===== src/rtl/ram_5x79_queue_ctrl.sv =====
// Ready/valid FIFO controller wrapped around an external DEPTH x WIDTH two-port RAM.
// Owns the pointers, full/empty tracking, occupancy and flush. The RAM stays outside this block.
module ram_5x79_queue_ctrl #(
  parameter int DEPTH = 5,
  parameter int WIDTH = 79,
  parameter int AW    = 3,
  parameter int FLOW  = 0,
  parameter int PIPE  = 0
) (
  input  logic             clock,
  input  logic             reset_n,
  input  logic             flush,
  input  logic             enq_valid,
  output logic             enq_ready,
  input  logic [WIDTH-1:0] enq_bits,
  output logic             deq_valid,
  input  logic             deq_ready,
  output logic [WIDTH-1:0] deq_bits,
  output logic [AW-1:0]    count,
  output logic [AW-1:0]    R0_addr,
  output logic             R0_en,
  input  logic [WIDTH-1:0] R0_data,
  output logic [AW-1:0]    W0_addr,
  output logic             W0_en,
  output logic [WIDTH-1:0] W0_data
);

  localparam logic [AW-1:0] LAST   = AW'(DEPTH - 1);
  localparam logic [AW:0]   DEPTHW = (AW+1)'(DEPTH);
  localparam logic          FLOW_B = (FLOW != 0);
  localparam logic          PIPE_B = (PIPE != 0);

  logic [AW-1:0] enq_ptr, deq_ptr;
  logic          maybe_full;
  logic          ptr_match, empty, full, bypass;
  logic          do_enq, do_deq;
  logic [AW:0]   cnt_w;

  assign ptr_match = (enq_ptr == deq_ptr);
  assign empty     = ptr_match & ~maybe_full;
  assign full      = ptr_match & maybe_full;
  assign bypass    = FLOW_B & empty;

  // Reset forces the idle handshake values even if inputs are toggling.
  assign enq_ready = ~reset_n | (~flush & (~full | (PIPE_B & deq_ready)));
  assign deq_valid = reset_n & ~flush & (~empty | (FLOW_B & enq_valid));

  assign do_enq = reset_n & enq_valid & enq_ready & ~(bypass & deq_ready);
  assign do_deq = deq_ready & deq_valid & ~bypass;

  assign W0_en    = do_enq;
  assign W0_addr  = enq_ptr;
  assign W0_data  = enq_bits;
  assign R0_en    = ~empty;
  assign R0_addr  = deq_ptr;
  assign deq_bits = bypass ? enq_bits : R0_data;

  always_comb begin
    cnt_w = '0;
    if (ptr_match)
      cnt_w = maybe_full ? DEPTHW : '0;
    else if (enq_ptr > deq_ptr)
      cnt_w = {1'b0, enq_ptr} - {1'b0, deq_ptr};
    else
      cnt_w = DEPTHW + {1'b0, enq_ptr} - {1'b0, deq_ptr};
  end
  assign count = cnt_w[AW-1:0];

  always_ff @(posedge clock or negedge reset_n) begin
    if (!reset_n) begin
      enq_ptr    <= '0;
      deq_ptr    <= '0;
      maybe_full <= 1'b0;
    end else if (flush) begin
      enq_ptr    <= '0;
      deq_ptr    <= '0;
      maybe_full <= 1'b0;
    end else begin
      // Non-power-of-two depth: wrap explicitly at the last entry.
      if (do_enq) enq_ptr <= (enq_ptr == LAST) ? '0 : enq_ptr + 1'b1;
      if (do_deq) deq_ptr <= (deq_ptr == LAST) ? '0 : deq_ptr + 1'b1;
      if (do_enq != do_deq) maybe_full <= do_enq;
    end
  end

  always_ff @(posedge clock) begin
    if (reset_n) begin
      assert (enq_ptr <= LAST && deq_ptr <= LAST);
      assert (cnt_w <= DEPTHW);
    end
  end

endmodule


===== config.mk =====
export PLATFORM = sky130hd
export DESIGN_NAME = ram_5x79_queue_ctrl
export DESIGN_NICKNAME = d
export VERILOG_FILES = /design/src/rtl/ram_5x79_queue_ctrl.sv
export SDC_FILE = /design/constraint.sdc
export NUM_CORES = 1
export LEC_CHECK = 0
export CORE_AREA = 2 2 130 132
export DETAILED_ROUTE_END_ITERATION = 12
export DIE_AREA = 0 0 132 134
export GPL_ROUTABILITY_DRIVEN = 1
export PLACE_DENSITY = 0.61
export SETUP_SLACK_MARGIN = 0.05
export SKIP_LAST_GASP = 1
export SLEW_MARGIN = 25
export SYNTH_ARGS = -nofsm -noshare
export SYNTH_HDL_FRONTEND = slang
export SYNTH_SLANG_ARGS = --single-unit

===== constraint.sdc =====
create_clock -name clock -period 2.4 [get_ports clock]
set_input_delay 0.48 -clock clock [delete_from_list [all_inputs] [get_ports clock]]
set_output_delay 0.48 -clock clock [all_outputs]
set_load 0.05 [all_outputs]

==> results.toml <==
[place]
dp_cells = 322
dp_slack_ns = 0.0285
place_hpwl_um = 5000
io_buffers = 17
gp_congestion = 0.708

[logic_synthesis]
syn-cell-area_sq_mm = 0.00186
synth_commonest_cells = "buf_4, ha_1, nand2_1, inv_1"
yosysMostFrequentCell = "buf_4"
ys.flop_type = "dfrtp_1"
synth_area_per_cell_sq_um = 7.82
synthArstFlopShare_pct = 100
seq_area_frac_synth_pct = 9.41
syn-num-nets = 412
synth_edf_count = 0
syn_inst = 238
yosys_warnings = 0
synth_area_leaders = "buf_4, dfrtp_1, ha_1"
synth_seq_cells = 7
yosys.area.top_type = "buf_4"
synth_cell_type_count = 29
synth_top_area_share_pct = 63.7

[clock_tree]
cts-root-buf = "clkbuf_16"
path_clk_slew_ns = 0.04
clk_latency_ns = 0.24
htreeDepth = 1
clockBufferDepth = 2
hold_buffers = 0
cts_made_buffers = 3
clkSinkCount = 7
cts_tree = "yes"

[pwr]
p_total_w = 0.000733
power_density_mw_per_mm2 = 497
p_leak_nw = 0.548
max-vdd-ir-drop_v = 0.000127

[floorplanning]
io_pins = 334
die_h_um = 134
fp.dieArea_sq_mm = 0.0177
die_w_um = 132
initial_core_util_pct = 11.4
core_sq_mm = 0.0163
rows = 47

[route]
ant_nets = 0
drc = 0
dr.pass1.iters = 4
dr.first_iter.drc_count = 30
dr_total_vias = 1020
routedWlPerCell_um = 17.9
drt-vias-per-instance = 3.07
drt-total-wl_um = 5960

[worst_setup_path]
path_max_fanout = 4
max_stage_delay_ns = 0.41
worst_setup_path_end_kind = "output pin"
worstPathArrival_ns = 2.04
required_ns = 1.92
critical_path.startpoint_type = "register"
crit_type = "reg -> out"
r2r-start = "R0_addr[1]"
cp-startpoint = "R0_addr[1]"
worstPathCellList = "inv_4 > ha_4 > nor2b_4 > or3_4 > mux2_4 > a31oi_4 > buf_12"
slowest_stage = "dfrtp_2"

[cells_and_area]
diodes = 0
fillers = 1899
syn2layout_area_growth_pct = -20.8
final_cells = 332
layout-drive-gt1-share_pct = 47.3
fin_nets = 287
final_util_pct = 9.06

[grt]
grt-ovfl-total = 0
grt_use_total_pct = 6.48
grt_max_degree = 9
grt_pass1_wl_um = 7900
antenna_found_initial = 1
grt_pass1_vias = 1075

[sta]
finalCritPeriodShare_pct = 105
finClkSkew_ns = 0.00336
rsz0062_at_grt = "yes"
setup_violations = 2
final.min_clock_period_ns = 2.52
worstMarginPinSlew_ns = 0.603
final_max_slew_viol_count = 0
fin_ws_ns = -0.125
slew_headroom_pct = 59.7
max_freq_mhz = 396
finalHoldViolCount = 0

[status]
outcome = "finished, violations left"
violations = "negative setup slack"

[hold_path]
hp-class = "in -> async"

[job]
maxCapViolations = 0
## layout make-up
class / instances / area, sq um / area share, %
clock inverter: 1 / 5.00 / 0.339
multi-input combinational: 64 / 582 / 39.4
sequential: 7 / 183 / 12.4
timing repair buffer: 29 / 323 / 21.9
tap: 220 / 275 / 18.7
inverter: 8 / 32.5 / 2.21
clock buffer: 3 / 75.1 / 5.09
## worst paths after layout
kind / to / slack [ns] / cells past startpoint
max: count[2] / -0.12 / 7
min: maybe_full / 0.54 / 1
max reg2reg: W0_addr[2] / 0.53 / 7
min reg2reg: R0_addr[2] / 0.63 / 2
max in group asynchronous: R0_addr[1] / 1.41 / 2
min in group clock: R0_addr[2] / 0.63 / 2
## placed cells by master (no fill, tap or decap), types with 3 or more instances in the layout
master,netlist,layout
buf_4,158,15
dfrtp_2,0,6
nand2_1,10,9
ha_1,10,6
inv_1,8,4
nand3_1,7,7
clkdlybuf4s50_1,0,7
nor2_1,5,3
inv_2,0,3
buf_12,0,7
clkbuf_16,0,3
o21ai_1,2,3
ha_4,0,4
a21oi_1,6,5
## through the flow
stage | setup TNS [ns] | hold WS (ns) | area, sq um
6_report | -0.183 | 0.543 | 1480
5_1_grt | -0.289 | 0.544 | 1480
4_1_cts | -0.123 | 0.535 | 1450
3_5_place_dp | 0 | 0.611 | 1310
3_3_place_gp | 0 | 0.588 | 1310
2_1_floorplan | -0.321 | 0.184 | 1940
## kinds of logic (layout without fill, tap and decap cells)
logic type	after synthesis	count (layout)	share of synthesized area (%)
fa+ha+maj	11	11	7.80
compound gates	17	17	5.38
simple gates	31	31	9.14
flops	7	7	9.41
xor+xnor	1	1	0.471
buf+inv	167	41	65.5
mux	4	4	2.28
## flip-flops by register name, indices dropped and copies added, names as in the netlist
register,cells
R0_addr,3
W0_addr,3
maybe_full,1
## per-layer routing
metal / track usage [%] / vias up / part of all wire, %
met5: 0 / - / 0.20
met4: 6.64 / 2 / 9.8
met3: 6.50 / 94 / 21
met2: 10.4 / 165 / 47
met1: 3.88 / 412 / 22
li1: - / 347 / -
## report_power, final
group	switching (W)	leakage [nW]	internal, W
Clock	0.0000719	0.0409	0.000219
Sequential	0.00000663	0.0865	0.000124
Combinational	0.000169	0.421	0.000142
## worst max-delay path: cells and delay by family (launching register included)
kind,cells,cell delay (ns)
AO/OA/AOI/OAI,1,0.16
adder cells (fa/ha/maj),1,0.20
buffers and inverters,2,0.23
flip-flops,1,0.41
multiplexers,1,0.32
AND/OR/NAND/NOR,2,0.49
## timing repair
action | 4_1_cts | 5_1_grt
hold endpoints to repair | 0 | 0
pin swaps | 3 | 3
buffers inserted | 4 | 2
endpoints found under the setup margin | 2 | 3
gates cloned | 0 | 0
resized for setup | 10 | 2
No activity file was read; power rests on OpenSTA's default activity.
